===== config.mk =====
export PLATFORM = sky130hd
export DESIGN_NAME = sd_block_reader
export DESIGN_NICKNAME = d
export VERILOG_FILES = /design/src/rtl/sd_pkg.sv /design/src/rtl/sd_stream_hold.sv /design/src/rtl/sd_block_reader.sv
export SDC_FILE = /design/constraint.sdc
export NUM_CORES = 1
export LEC_CHECK = 0
export ABC_CLOCK_PERIOD_IN_PS = 2500
export CAP_MARGIN = 15
export CELL_PAD_IN_SITES_DETAIL_PLACEMENT = 0
export CELL_PAD_IN_SITES_GLOBAL_PLACEMENT = 1
export CORE_AREA = 2 2 131 133
export CTS_CLUSTER_SIZE = 28
export DETAILED_ROUTE_END_ITERATION = 8
export DIE_AREA = 0 0 133 135
export PLACE_DENSITY = 0.57
export REMOVE_ABC_BUFFERS = 1
export SLEW_MARGIN = 20
export SYNTH_ARGS = -nofsm -noshare
export SYNTH_HDL_FRONTEND = slang
export SYNTH_SLANG_ARGS = --single-unit

===== constraint.sdc =====
create_clock -name clk -period 2.5 [get_ports clk]
set_clock_uncertainty 0.2 [all_clocks]
set_input_delay 0.375 -clock clk [delete_from_list [all_inputs] [get_ports clk]]
set_output_delay 0.375 -clock clk [all_outputs]
set_load 0.02 [all_outputs]

===== src/rtl/sd_pkg.sv =====
// Shared types and constants for the SD single-block read engine.
package sd_pkg;

  typedef enum logic [3:0] {
    S_IDLE,
    S_TOK_ISSUE,
    S_TOK_WAIT,
    S_CRC_CLR,
    S_DATA_ISSUE,
    S_DATA_WAIT,
    S_CRC_ISSUE,
    S_CRC_WAIT,
    S_CMP,
    S_FINISH
  } state_t;

  localparam logic [1:0] ST_OK      = 2'b00;
  localparam logic [1:0] ST_CRC     = 2'b01;
  localparam logic [1:0] ST_TIMEOUT = 2'b10;
  localparam logic [1:0] ST_TOKEN   = 2'b11;

  localparam logic [7:0] TOKEN_START = 8'hFE;
  localparam logic [7:0] IDLE_BYTE   = 8'hFF;

endpackage


===== src/rtl/sd_stream_hold.sv =====
// One-entry valid/ready output register; a load in the same cycle as an
// accept replaces the data and keeps m_valid high.
module sd_stream_hold (
  input  logic       clk,
  input  logic       rst_n,
  input  logic       flush,
  input  logic       load,
  input  logic [7:0] load_data,
  output logic       room,
  output logic [7:0] m_data,
  output logic       m_valid,
  input  logic       m_ready
);

  assign room = !m_valid || m_ready;

  always_ff @(posedge clk or negedge rst_n) begin
    if (!rst_n) begin
      m_valid <= 1'b0;
      m_data  <= '0;
    end else if (flush) begin
      m_valid <= 1'b0;
    end else if (load) begin
      m_data  <= load_data;
      m_valid <= 1'b1;
    end else if (m_valid && m_ready) begin
      m_valid <= 1'b0;
    end
  end

endmodule


===== src/rtl/sd_block_reader.sv =====
// Single-block SD read engine: polls for the start token, streams the data
// block through a one-entry hold register and checks the trailing CRC16.
module sd_block_reader
  import sd_pkg::*;
#(
  parameter int BLOCK_BYTES   = 512,
  parameter int TOKEN_TIMEOUT = 4096
) (
  input  logic        clk,
  input  logic        rst_n,
  input  logic        go,
  input  logic        abort,
  output logic        active,
  output logic        done,
  output logic [1:0]  status,
  output logic        sh_start_read,
  input  logic        sh_busy,
  input  logic [7:0]  sh_data,
  output logic        sh_crc_reset,
  output logic        sh_crc_source,
  input  logic [15:0] sh_crc,
  output logic [7:0]  m_data,
  output logic        m_valid,
  input  logic        m_ready
);

  localparam int PW = $clog2(TOKEN_TIMEOUT + 1);
  localparam int BW = $clog2(BLOCK_BYTES + 1);
  localparam logic [PW-1:0] POLL_LIMIT = PW'(TOKEN_TIMEOUT);
  localparam logic [BW-1:0] BYTE_LIMIT = BW'(BLOCK_BYTES);

  state_t          state;
  logic [PW-1:0]   poll_cnt;
  logic [PW-1:0]   poll_nxt;
  logic [BW-1:0]   byte_cnt;
  logic [BW-1:0]   byte_nxt;
  logic [15:0]     crc_exp;
  logic [15:0]     crc_rx;
  logic            crc_hi_done;
  logic [1:0]      stat_r;
  logic            hold_room;
  logic            hold_load;
  logic            hold_flush;

  assign sh_crc_source = 1'b1;
  assign poll_nxt      = poll_cnt + PW'(1);
  assign byte_nxt      = byte_cnt + BW'(1);
  assign hold_load     = (state == S_DATA_WAIT) && !sh_busy && !abort;
  assign hold_flush    = (state != S_IDLE) && abort;

  // The data issue depends on this cycle's m_ready, so the read request is
  // decoded from state rather than registered a cycle early.
  always_comb begin
    sh_start_read = 1'b0;
    if (!abort && !sh_busy) begin
      case (state)
        S_TOK_ISSUE, S_CRC_ISSUE: sh_start_read = 1'b1;
        S_DATA_ISSUE:             sh_start_read = hold_room;
        default:                  sh_start_read = 1'b0;
      endcase
    end
  end

  sd_stream_hold u_hold (
    .clk       (clk),
    .rst_n     (rst_n),
    .flush     (hold_flush),
    .load      (hold_load),
    .load_data (sh_data),
    .room      (hold_room),
    .m_data    (m_data),
    .m_valid   (m_valid),
    .m_ready   (m_ready)
  );

  always_ff @(posedge clk or negedge rst_n) begin
    if (!rst_n) begin
      state        <= S_IDLE;
      active       <= 1'b0;
      done         <= 1'b0;
      status       <= ST_OK;
      sh_crc_reset <= 1'b0;
      poll_cnt     <= '0;
      byte_cnt     <= '0;
      crc_exp      <= '0;
      crc_rx       <= '0;
      crc_hi_done  <= 1'b0;
      stat_r       <= ST_OK;
    end else begin
      done         <= 1'b0;
      sh_crc_reset <= 1'b0;
      if (state != S_IDLE && abort) begin
        state  <= S_IDLE;
        active <= 1'b0;
      end else begin
        case (state)
          S_IDLE: begin
            if (go && !sh_busy) begin
              state    <= S_TOK_ISSUE;
              active   <= 1'b1;
              poll_cnt <= '0;
            end
          end
          S_TOK_ISSUE: begin
            if (sh_start_read) state <= S_TOK_WAIT;
          end
          S_TOK_WAIT: begin
            if (!sh_busy) begin
              if (sh_data == TOKEN_START) begin
                state        <= S_CRC_CLR;
                sh_crc_reset <= 1'b1;
              end else if (sh_data == IDLE_BYTE) begin
                poll_cnt <= poll_nxt;
                if (poll_nxt == POLL_LIMIT) begin
                  stat_r <= ST_TIMEOUT;
                  state  <= S_FINISH;
                end else begin
                  state <= S_TOK_ISSUE;
                end
              end else begin
                stat_r <= ST_TOKEN;
                state  <= S_FINISH;
              end
            end
          end
          S_CRC_CLR: begin
            byte_cnt <= '0;
            state    <= S_DATA_ISSUE;
          end
          S_DATA_ISSUE: begin
            if (sh_start_read) state <= S_DATA_WAIT;
          end
          S_DATA_WAIT: begin
            if (!sh_busy) begin
              byte_cnt <= byte_nxt;
              if (byte_nxt == BYTE_LIMIT) begin
                crc_exp     <= sh_crc;
                crc_hi_done <= 1'b0;
                state       <= S_CRC_ISSUE;
              end else begin
                state <= S_DATA_ISSUE;
              end
            end
          end
          S_CRC_ISSUE: begin
            if (sh_start_read) state <= S_CRC_WAIT;
          end
          S_CRC_WAIT: begin
            if (!sh_busy) begin
              if (!crc_hi_done) begin
                crc_rx[15:8] <= sh_data;
                crc_hi_done  <= 1'b1;
                state        <= S_CRC_ISSUE;
              end else begin
                crc_rx[7:0] <= sh_data;
                state       <= S_CMP;
              end
            end
          end
          S_CMP: begin
            stat_r <= (crc_rx == crc_exp) ? ST_OK : ST_CRC;
            state  <= S_FINISH;
          end
          S_FINISH: begin
            if (!m_valid) begin
              done   <= 1'b1;
              status <= stat_r;
              active <= 1'b0;
              state  <= S_IDLE;
            end
          end
          default: begin
            state  <= S_IDLE;
            active <= 1'b0;
          end
        endcase
      end
    end
  end

endmodule


Word-level counts from Yosys, hierarchy flattened --
Cells that the tools add are included.
Storage, ports and cells: register bits 76, memories 0, bits of input ports 30, memory bits (read-only) 0, latch bits 0, output and inout port bits 16, logic and storage cells 129, RAM bits 0
Operators by class: order comparisons 0, add/subtract/negate cells 2, multipliers 0, bitwise logic cells 4, shift-type cells 0, divide/modulo/power cells 0, muxes and demuxes 48, reduce and logical (&&, ||, !) cells 30, equal/unequal tests 31
Operators by type and width (number):
- 2-to-1 mux 13 bit | 4
- 2-to-1 mux 4 bit | 13
- case mux 4 bit (10 select lines) | 1
- != test 3 bit (second input constant) | 9
- case mux 13 bit (2 select lines) | 1
- case mux 10 bit (2 select lines) | 1
- 2-to-1 mux 1 bit | 18
- == test 16 bit | 1
- == test 4 x 3 -> 1 bit (second input constant) | 4
- == test 8 bit (second input constant) | 2
- adder 13 x 1 -> 13 bit (second input constant) | 1
- == test 13 bit (second input constant) | 1
- != test 2 bit (second input constant) | 6
- AND reduction 4 bit | 3
- adder 10 x 1 -> 10 bit (second input constant) | 1
- == test 10 bit (second input constant) | 1
- 2-to-1 mux 10 bit | 1
- 2-to-1 mux 2 bit | 5
- AND reduction 5 bit | 2
- AND reduction 3 bit | 3
- == test 4 x 2 -> 1 bit (second input constant) | 2
- == test 4 bit (second input constant) | 2
- AND reduction 8 bit | 1
- nonzero test 2 bit | 4
- 16 further kinds | 28

Logic depth before layout (Yosys ltp) --
Gate-level depths: netlist of run 1.
depth in word-level cells 8, mapped depth 10, depth with buffers taken out 8

By module --
From an unflattened synthesis of run 1, not the netlist that was laid out.
Unflattened totals: cell total of the unflattened synthesis 372, area, all modules 3967.6 µm²
Modules (own cells, without submodules):
- sd_block_reader | area each 3582.2 µm², sequential area each 1676.6 µm², cells each 350, times used 1
- sd_stream_hold | area each 385.4 µm², sequential area each 225.2 µm², cells each 22, times used 1

Worst setup path before layout of run 1 --
No wires, ideal clock.
path kind register to register, start register byte_cnt[0], end register crc_exp[10], path buffers 1, setup time 0.125 ns, period minus slack after synthesis 2.530 ns, required time 2.175 ns, path slack -0.030 ns, arrival time 2.205 ns, cell stages (with the launch flop) 9, path through dfrtp_1 > ha_1 > and3_1 > and3_1 > o41ai_1 > nand4_1 > nor2_4 > buf_12 > mux2_4
Between the ends: cells in the longest elaborated chain, start to end 3
RTL lines:
- start: declaration | line sd_block_reader.sv:35 | logic [BW-1:0] byte_cnt;
- start signal: assignment | line sd_block_reader.sv:135 | byte_cnt <= byte_nxt;
- adder 10 x 1 -> 10 bit | line sd_block_reader.sv:47 | assign byte_nxt = byte_cnt + BW'(1);
- == test 10 bit | line sd_block_reader.sv:136 | if (byte_nxt == BYTE_LIMIT) begin
- AND reduction 4 bit (no line)
- end signal: assignment | line sd_block_reader.sv:137 | crc_exp <= sh_crc;
- end: declaration | line sd_block_reader.sv:37 | logic [15:0] crc_exp;
Every way passes these cells. A chain may end at the register's enable or synchronous reset.

Worst setup path in the final report of run 1 --
start register byte_cnt[0], end register crc_exp[11]
Same word-level chain as after synthesis.

==> results of run 1 <==
==> report_power, final <==
group          total (mW)  switching (mW)  internal [mW]  leakage [nW]
Combinational        1.52           0.778          0.738          1.28
Sequential           1.63           0.184           1.45          1.01
Clock                1.31           0.508          0.803         0.140
Total                4.46            1.47           2.99          2.43
==> flip-flops by register name (all words and copies together), names as in the netlist <==
signal	flops
active	1
crc_rx	16
u_hold.m_valid	1
poll_cnt	13
state	4
stat_r	2
done	1
crc_hi_done	1
u_hold.m_data	8
crc_exp	16
sh_crc_reset	1
status	2
byte_cnt	10
==> area by class of cell <==
| type | count | share of cell area |
|---|---|---|
| Clock buffer | 13 | 0.0444 |
| Clock inverter | 3 | 0.00822 |
| Inverter | 9 | 0.00600 |
| Multi-Input combinational cell | 299 | 0.373 |
| Sequential cell | 76 | 0.338 |
| Tap cell | 220 | 0.0489 |
| Timing Repair Buffer | 112 | 0.181 |
==> worst max-delay path: stages (launching register included) <==
cell and delay [ps]:
dfrtp_1 360, ha_2 190, and3_4 180, and3_4 180, buf_6 90, o211ai_1 100
o41ai_2 70, nand4_1 240, nor2_4 250, clkbuf_16 210, mux2_4 300
==> metrics by stage <==
step           setup TNS [ps]  worst slack, ps
3_5_place_dp            -2690             -249
6_report                    0             12.2
3_3_place_gp            -7060             -584
5_1_grt                 -1200            -88.5
2_1_floorplan           -1480             -119
4_1_cts                     0             18.5
==> worst min-delay path by stage <==
stage                                start                to  slack, ps  cells after the start
after floorplan                      rst_n            active       -120                      0
after global placement               rst_n    u_hold.m_valid        200                      1
after detailed placement             rst_n          state[1]        210                      1
after CTS                 u_hold.m_data[4]  u_hold.m_data[4]        290                      2
after global routing      u_hold.m_data[0]  u_hold.m_data[0]        310                      2
final                     u_hold.m_data[6]  u_hold.m_data[6]        290                      2
==> per-layer routing <==
metal  up-vias  GRT usage  share of wire
li1       1651          -              -
met1      1667      0.154           0.45
met2        64      0.205           0.49
met3        14     0.0394          0.046
met4         0     0.0323          0.012
met5         -          0              0
==> what timing repair did <==
action                                  in CTS  in global routing
cloned                                       0                  1
setup buffers                                1                  9
endpoints found under the setup margin       8                 25
hold buffers                                 1                  0
gates resized for setup                      3                 20
hold endpoints to repair                    34                  0
pin swaps                                    0                  7
==> cell usage in the layout (no fill, tap or decap), drive strengths merged, types with 2 or more instances in the layout <==
master	instances
clkbuf	14
nand2b	3
and3	7
ha	4
a32oi	2
o41ai	2
a21oi	10
nand3	14
o21a	3
buf	67
o21bai	2
inv	9
clkdlybuf4s50	42
nor3	9
nor4	6
and4	3
o22ai	2
o21ai	38
o211ai	3
nor2	28
o31ai	11
a31oi	3
mux2	34
xor2	2
or3	2
and2	3
nand2	64
nand4	8
dfrtp	76
xnor2	18
==> cells by family (layout without fill, tap and decap cells) <==
kind of cell / Yosys count / after routing
simple gates: 152 / 152
compound gates: 87 / 87
flops: 76 / 76
mux: 35 / 35
buf+inv: 26 / 137
xor+xnor: 20 / 20
fa+ha+maj: 4 / 4
other cells: 1 / 1
==> flow_metrics.env, run 1 <==
export IMPL_finalHoldViolCount=0
export IMPL_setup_viol=0
export IMPL_layout_area_overhead_vs_synth_pct=38.8
export IMPL_power_mw=4.46
export IMPL_criticalPathCategory="reg2reg"
export IMPL_post_route_period_util=0.995
export IMPL_fin_hold_ws_ps=285
export IMPL_syn_avg_cell_area_um2=10.1
export IMPL_rows=47
export IMPL_fp_dieW_um=133
export IMPL_p_leak_nw=2.43
export IMPL_io_pins=46
export IMPL_cts_max_level=3
export IMPL_synthMuxAreaShare=0.105
export IMPL_grt_max_degree=43
export IMPL_clkSinkCount=76
export IMPL_ys_seq_area_frac=0.469
export IMPL_vias_per_cell=4.64
export IMPL_antennaDiodeCount=0
export IMPL_synth_compound_area_share=0.142
export IMPL_yosys_area_share_xor_xnor=0.0432
export IMPL_crit_arrival_ps=2510
export IMPL_status="finished, final reports clean"
export IMPL_r2r_slack_ps=10
export IMPL_fillCellCount=1659
export IMPL_fin_nets=541
export IMPL_synth_top_family_by_area="simple AND/OR/NAND/NOR gates"
export IMPL_vias=3396
export IMPL_critPathLaunch="byte_cnt[0]"
export IMPL_layout_cells_non_filler=732
export IMPL_portBuffers=44
export IMPL_dpl_cell_area_um2=5140
export IMPL_numCtsBuffers=9
export IMPL_synthSimpleGateAreaFrac=0.193
export IMPL_wl_um=10800
export IMPL_multi_input_area_um2=2100
export IMPL_ys_top_cells_by_area="dfrtp_1 (47%), mux2_2 (6.9%), nand2_1 (5.7%)"
export IMPL_dp_hpwl_um=7760
export IMPL_synth_seq_cells=76
export IMPL_worstSetupEndpoint="crc_exp[11]"
export IMPL_routabilityCongestion=0.804
export IMPL_rr_worst_depth=10
export IMPL_maxCapViolCount=0
export IMPL_antenna_found_initial=0
export IMPL_grt_pass1_vias=3371
export IMPL_synth_edff_count=0
export IMPL_grt_pass1_wl_um=17300
export IMPL_cts_root_buf="clkbuf_16"
export IMPL_fin_util=0.343
export IMPL_final_area_um2=5630
export IMPL_cp_start_kind="register"
export IMPL_ant_nets=0
export IMPL_drive_above_1_share=0.289
export IMPL_drt_iter0_markers=131
export IMPL_insertion_delay_ps=340
export IMPL_async_reset_ff_frac=1.00
export IMPL_netlist_area_um2=4060
export IMPL_grt_ovfl_total=0
export IMPL_placedCellCount=704
export IMPL_critPathRequiredTime_ps=2520
export IMPL_track_usage=0.123
export IMPL_ys_types=63
export IMPL_hold_class="reg2reg"
export IMPL_post_route_min_period_ps=2490
export IMPL_synthAdderAreaFrac=0.0123
export IMPL_r2r_end="crc_exp[11]"
export IMPL_power_density_nw_per_um2=792
export IMPL_rsz0062_at_grt="yes"
export IMPL_dieArea_um2=18000
export IMPL_regArea_um2=1910
export IMPL_fmaxAchievable_mhz=402
export IMPL_ys_flop_type="dfrtp_1"
export IMPL_path_max_fanout=8
export IMPL_maxSlewViolCount=0
export IMPL_core_area_um2=16400
export IMPL_yosysTopAreaCell="dfrtp_1"
export IMPL_worst_slew_pin_slew_ps=522
export IMPL_cts_clk_slew_worst_paths_ps=60
export IMPL_timing_rr_start="byte_cnt[0]"
export IMPL_max_vdd_ir_drop_mv=0.497
export IMPL_synth_top_area_frac=0.469
export IMPL_synth_most_common_cell="dfrtp_1"
export IMPL_firstDrtPassIters=4
export IMPL_drc=0
export IMPL_ys_top_cells_by_count="dfrtp_1 (76), nand2_1 (62), o21ai_0 (37)"
export IMPL_wire_per_inst_um=14.8
export IMPL_max_slew_margin=0.652
export IMPL_yosys_warnings=0
export IMPL_critPathCaptureType="register"
export IMPL_clk_path_buf_depth=2
export IMPL_start_util=0.247
export IMPL_die_h_um=135
export IMPL_syn_inst=401
export IMPL_cts_tree="done"
Power figures use the tool's default switching activity.
==> run 2, diff against run 1 <==
--- a/config.mk
+++ b/config.mk
@@ -10,6 +10,7 @@
 export CELL_PAD_IN_SITES_DETAIL_PLACEMENT = 0
 export CELL_PAD_IN_SITES_GLOBAL_PLACEMENT = 1
 export CORE_AREA = 2 2 131 133
+export CTS_BUF_LIST = sky130_fd_sc_hd__clkbuf_16
 export CTS_CLUSTER_SIZE = 28
 export DETAILED_ROUTE_END_ITERATION = 8
 export DIE_AREA = 0 0 133 135
==> constraint.sdc (replaced) <==
create_clock -name clk -period 2.5 [get_ports clk]
set_clock_uncertainty 0.2 [all_clocks]
set_input_delay 0.375 -clock clk [delete_from_list [all_inputs] [get_ports clk]]
set_output_delay 0.375 -clock clk [all_outputs]
set_load 0.01 [all_outputs]
==> flow_metrics.env, run 2 (same netlist as run 1, synthesis figures left out) <==
export IMPL_fillCellCount=1681
export IMPL_cts_root_buf="clkbuf_16"
export IMPL_criticalPathCategory="reg2reg"
export IMPL_seqPwrFrac=0.358
export IMPL_post_route_period_util=0.975
export IMPL_rows=47
export IMPL_antenna_found_initial=0
export IMPL_status="finished, final reports clean"
export IMPL_ant_nets=0
export IMPL_fin_hold_ws_ps=275
export IMPL_io_pins=46
export IMPL_max_vdd_ir_drop_mv=0.395
export IMPL_grt_ovfl_total=0
export IMPL_start_util=0.247
export IMPL_vias_per_cell=4.56
export IMPL_core_area_um2=16400
export IMPL_dp_hpwl_um=7680
export IMPL_routabilityCongestion=0.791
export IMPL_post_route_min_period_ps=2440
export IMPL_switchingPower_mw=1.48
export IMPL_drc=0
export IMPL_drive_above_1_share=0.313
export IMPL_layout_area_overhead_vs_synth_pct=40.2
export IMPL_cp_start_kind="register"
export IMPL_finalHoldViolCount=0
export IMPL_numCtsBuffers=9
export IMPL_critPathCaptureType="register"
export IMPL_path_max_fanout=9
export IMPL_critPathRequiredTime_ps=2530
export IMPL_fp_dieW_um=133
export IMPL_firstDrtPassIters=4
export IMPL_crit_arrival_ps=2470
export IMPL_power_density_nw_per_um2=790
export IMPL_grt_max_degree=47
export IMPL_fin_nets=547
export IMPL_power_share_switching=0.329
export IMPL_fmaxAchievable_mhz=410
export IMPL_wl_um=10900
export IMPL_p_int_mw=3.02
export IMPL_hold_class="reg2reg"
export IMPL_combPwrFrac=0.352
export IMPL_track_usage=0.124
export IMPL_grt_pass1_vias=3367
export IMPL_wire_per_inst_um=14.8
export IMPL_vias=3363
export IMPL_insertion_delay_ps=350
export IMPL_antennaDiodeCount=0
export IMPL_setup_viol=0
export IMPL_layout_common_cells="dfrtp_1 (72), buf_4 (68), nand2_1 (59)"
export IMPL_worst_slew_pin_slew_ps=610
export IMPL_rsz0062_at_grt="yes"
export IMPL_max_slew_margin=0.593
export IMPL_clkPwrFrac=0.290
export IMPL_portBuffers=44
export IMPL_drt_iter0_markers=139
export IMPL_maxCapViolCount=0
export IMPL_cts_tree="done"
export IMPL_power_mw=4.49
export IMPL_dieArea_um2=18000
export IMPL_cts_max_level=3
export IMPL_top_regs="crc_exp (16), crc_rx (16), poll_cnt (13)"
export IMPL_die_h_um=135
export IMPL_grt_pass1_wl_um=17400
export IMPL_maxSlewViolCount=0
export IMPL_clk_path_buf_depth=2
export IMPL_cts_clk_slew_worst_paths_ps=60
export IMPL_p_leak_nw=2.46
export IMPL_clkSinkCount=76
export IMPL_mostFrequentLayoutCell="dfrtp_1"
## run 2: cell count changes in the layout (fill, tap and decap cells not counted), moves of 3 or more
cell | before | now
nand2_1 | 62 | 59
mux2_2 | 18 | 23
clkinv_2 | 0 | 3
buf_4 | 62 | 68
mux2_4 | 16 | 11
clkbuf_1 | 3 | 0
## run 2: what timing repair did
item / CTS / global route
hold buffers: 1 / 0
pin swaps: 0 / 6
setup endpoints to repair: 3 / 36
gates cloned: 0 / 1
setup buffers: 7 / 9
endpoints found under the hold margin: 43 / 0
resized for setup: 5 / 26
## run 2: metal layers
metal  global-route usage  wire length (µm)
met1                0.155              5090
met2                0.207              5280
met5                    0                 0
met4               0.0388               163
met3               0.0368               398
## run 2: layout make-up
type / count / area [µm²] / share of cell area
inverters: 9 / 33.8 / 0.00594
clock buffers: 9 / 225 / 0.0396
multi-input cells: 299 / 2130 / 0.375
clock inverters: 7 / 66.3 / 0.0117
well taps: 220 / 275 / 0.0484
flip-flops and latches: 76 / 1910 / 0.335
repair buffers: 118 / 1050 / 0.184
## run 2: per-stage QoR
stage	TNS, ps	area [µm²]	setup slack [ps]	cells	util
floorplan	-1480	3950	-119	384	-
global placement	-7190	5110	-587	704	0.311
detailed placement	-2840	5120	-253	704	0.312
CTS	0	5490	27.2	728	0.335
global route	-658	5690	-53.2	738	0.347
finish	0	5690	62.2	738	0.347
## run 2: final timing paths
check                                      start               end  slack (ps)  cells past startpoint
worst max-delay path                 byte_cnt[0]        crc_exp[1]          60                     10
worst max register to register       byte_cnt[0]        crc_exp[1]          60                     10
worst min register to register  u_hold.m_data[6]  u_hold.m_data[6]         280                      2
max in group asynchronous                  rst_n        crc_exp[0]        1080                      3
min in group asynchronous                  rst_n       poll_cnt[2]         400                      2
worst min-delay path            u_hold.m_data[6]  u_hold.m_data[6]         280                      2
## run 2: critical path, cell delays in order (launching register included)
cell and delay (ps):
dfrtp_1 350, ha_2 180, and3_4 180, and3_4 190, buf_6 90, o211ai_1 90
o41ai_2 60, nand4_1 230, nor2_4 230, buf_12 170, mux2_2 330
## run 2: power groups by stage
stage	Sequential, mW	Combinational, mW	Clock (mW)
floorplan	1.69	0.652	0
global placement	1.62	1.39	0
detailed placement	1.63	1.41	0
CTS	1.61	1.51	1.34
global route	1.65	1.73	1.41
finish	1.61	1.58	1.30
==> run 3, diff against run 2 <==
--- a/config.mk
+++ b/config.mk
@@ -14,8 +14,10 @@
 export CTS_CLUSTER_SIZE = 28
 export DETAILED_ROUTE_END_ITERATION = 8
 export DIE_AREA = 0 0 133 135
+export HOLD_SLACK_MARGIN = 0.08
 export PLACE_DENSITY = 0.57
 export REMOVE_ABC_BUFFERS = 1
+export SKIP_LAST_GASP = 1
 export SLEW_MARGIN = 20
 export SYNTH_ARGS = -nofsm -noshare
 export SYNTH_HDL_FRONTEND = slang
==> flow_metrics.env, run 3 (same netlist as run 1, synthesis figures left out) <==
export IMPL_grt_max_degree=47
export IMPL_whs_endpoint="u_hold.m_data[6]"
export IMPL_critPathCaptureType="register"
export IMPL_vias_per_cell=4.59
export IMPL_multi_input_area_um2=2110
export IMPL_drt_iter0_markers=141
export IMPL_cts_tree="done"
export IMPL_post_route_min_period_ps=2440
export IMPL_rows=47
export IMPL_firstDrtPassIters=4
export IMPL_r2r_slack_ps=60
export IMPL_maxCapViolCount=0
export IMPL_io_pins=46
export IMPL_cts_clk_slew_worst_paths_ps=60
export IMPL_numCtsBuffers=9
export IMPL_dpl_cell_area_um2=5120
export IMPL_path_max_fanout=8
export IMPL_grt_pass1_vias=3367
export IMPL_wl_um=10800
export IMPL_grt_ovfl_total=0
export IMPL_maxSlewViolCount=0
export IMPL_rsz0062_at_grt="yes"
export IMPL_criticalPathCategory="reg2reg"
export IMPL_critical_path_max_stage_delay_ps=380
export IMPL_fillCellCount=1680
export IMPL_vias=3387
export IMPL_clkPwrFrac=0.291
export IMPL_track_usage=0.124
export IMPL_placedCellCount=704
export IMPL_crit_slowest_cell="dfrtp_1"
export IMPL_min_from="u_hold.m_data[6]"
export IMPL_combPwrFrac=0.350
export IMPL_cts_root_buf="clkbuf_16"
export IMPL_hold_class="reg2reg"
export IMPL_min_path_cells=2
export IMPL_layout_cells_non_filler=738
export IMPL_cts_max_level=3
export IMPL_clkSinkCount=76
export IMPL_power_share_switching=0.327
export IMPL_antenna_found_initial=0
export IMPL_fin_util=0.345
export IMPL_status="finished, final reports clean"
export IMPL_critPathRequiredTime_ps=2530
export IMPL_portBuffers=44
export IMPL_dieArea_um2=18000
export IMPL_grt_pass1_wl_um=17400
export IMPL_layout_common_cells="dfrtp_1 (72), buf_4 (68), nand2_1 (59)"
export IMPL_r2r_end="crc_exp[12]"
export IMPL_antennaDiodeCount=0
export IMPL_p_int_mw=3.01
export IMPL_setup_viol=0
export IMPL_tns_ps=0
export IMPL_insertion_delay_ps=350
export IMPL_max_vdd_ir_drop_mv=0.396
export IMPL_start_util=0.247
export IMPL_pre_cts_slack_ps=-253
export IMPL_rr_worst_depth=9
export IMPL_timing_rr_start="byte_cnt[0]"
export IMPL_top_regs="crc_exp (16), crc_rx (16), poll_cnt (13)"
export IMPL_layout_area_overhead_vs_synth_pct=39.7
export IMPL_drive_above_1_share=0.311
export IMPL_routabilityCongestion=0.791
export IMPL_finalHoldViolCount=0
export IMPL_power_density_nw_per_um2=790
export IMPL_max_slew_margin=0.600
export IMPL_fin_nets=547
export IMPL_mostFrequentLayoutCell="dfrtp_1"
export IMPL_regArea_um2=1910
export IMPL_fmaxAchievable_mhz=409
export IMPL_worst_slew_pin_slew_ps=601
export IMPL_core_area_um2=16400
export IMPL_final_area_um2=5670
export IMPL_dp_hpwl_um=7680
export IMPL_die_h_um=135
export IMPL_seqPwrFrac=0.359
export IMPL_layout_setup_ws_ps=57.3
export IMPL_clk_path_buf_depth=2
export IMPL_crit_arrival_ps=2470
export IMPL_fp_dieW_um=133
export IMPL_cp_start_kind="register"
export IMPL_p_leak_nw=2.45
export IMPL_ant_nets=0
export IMPL_drc=0
export IMPL_post_route_period_util=0.977
export IMPL_wire_per_inst_um=14.7
export IMPL_switchingPower_mw=1.46
export IMPL_path_cells="buf_4, nand2_1, nand3_1, o21a_1, o32ai_2, nand4_1, nor2_4, clkbuf_16, mux2_4"
## run 3: worst max-delay path, delay by kind of cell, from the launching register on
family / cells / cell delay (ps)
AO/OA/AOI/OAI: 2 / 350
buffers and inverters: 2 / 350
flip-flops: 1 / 380
multiplexers: 1 / 300
AND/OR/NAND/NOR: 4 / 720
## run 3: what timing repair did
item	CTS	global route
gates resized for setup	4	22
pin swaps	0	6
hold buffers	1	0
setup endpoints to repair	3	36
cloned	0	1
hold endpoints to repair	43	0
setup buffers	7	9
## run 3: final cells by class
cell class / count / share of cell area
clock buffers: 9 / 0.0397
clock inverters: 7 / 0.0117
inverters: 9 / 0.00596
multi-input cells: 299 / 0.373
flip-flops and latches: 76 / 0.336
well taps: 220 / 0.0486
repair buffers: 118 / 0.185
## run 3: metrics by stage
stage	hold slack (ps)	power (mW)
2_1_floorplan	-121	2.34
3_3_place_gp	223	3.01
3_5_place_dp	229	3.04
4_1_cts	285	4.46
5_1_grt	319	4.78
6_report	275	4.48
## run 3: routing by layer
layer / vias up / global-route usage / wire length [µm]
li1: 1666 / - / -
met1: 1642 / 0.155 / 4970
met2: 65 / 0.207 / 5230
met3: 14 / 0.0368 / 479
met4: 0 / 0.0388 / 162
met5: - / 0 / 0
## run 3: worst max path at each step
stage / from / to / slack, ps / cells after the start
final: byte_cnt[0] / crc_exp[12] / 60 / 9
after global routing: byte_cnt[0] / crc_exp[4] / -70 / 10
after CTS: byte_cnt[0] / crc_exp[4] / -0.4 / 8
after detailed placement: sh_data[5] / poll_cnt[9] / -250 / 9
after global placement: sh_data[6] / poll_cnt[3] / -590 / 7
after floorplan: byte_cnt[0] / crc_exp[0] / -120 / 7
## run 3: power groups by stage
stage          combinational [mW]  clock [mW]  sequential, mW
2_1_floorplan               0.652           0            1.69
3_3_place_gp                 1.39           0            1.62
3_5_place_dp                 1.41           0            1.63
4_1_cts                      1.51        1.34            1.61
5_1_grt                      1.72        1.41            1.65
6_report                     1.57        1.30            1.61
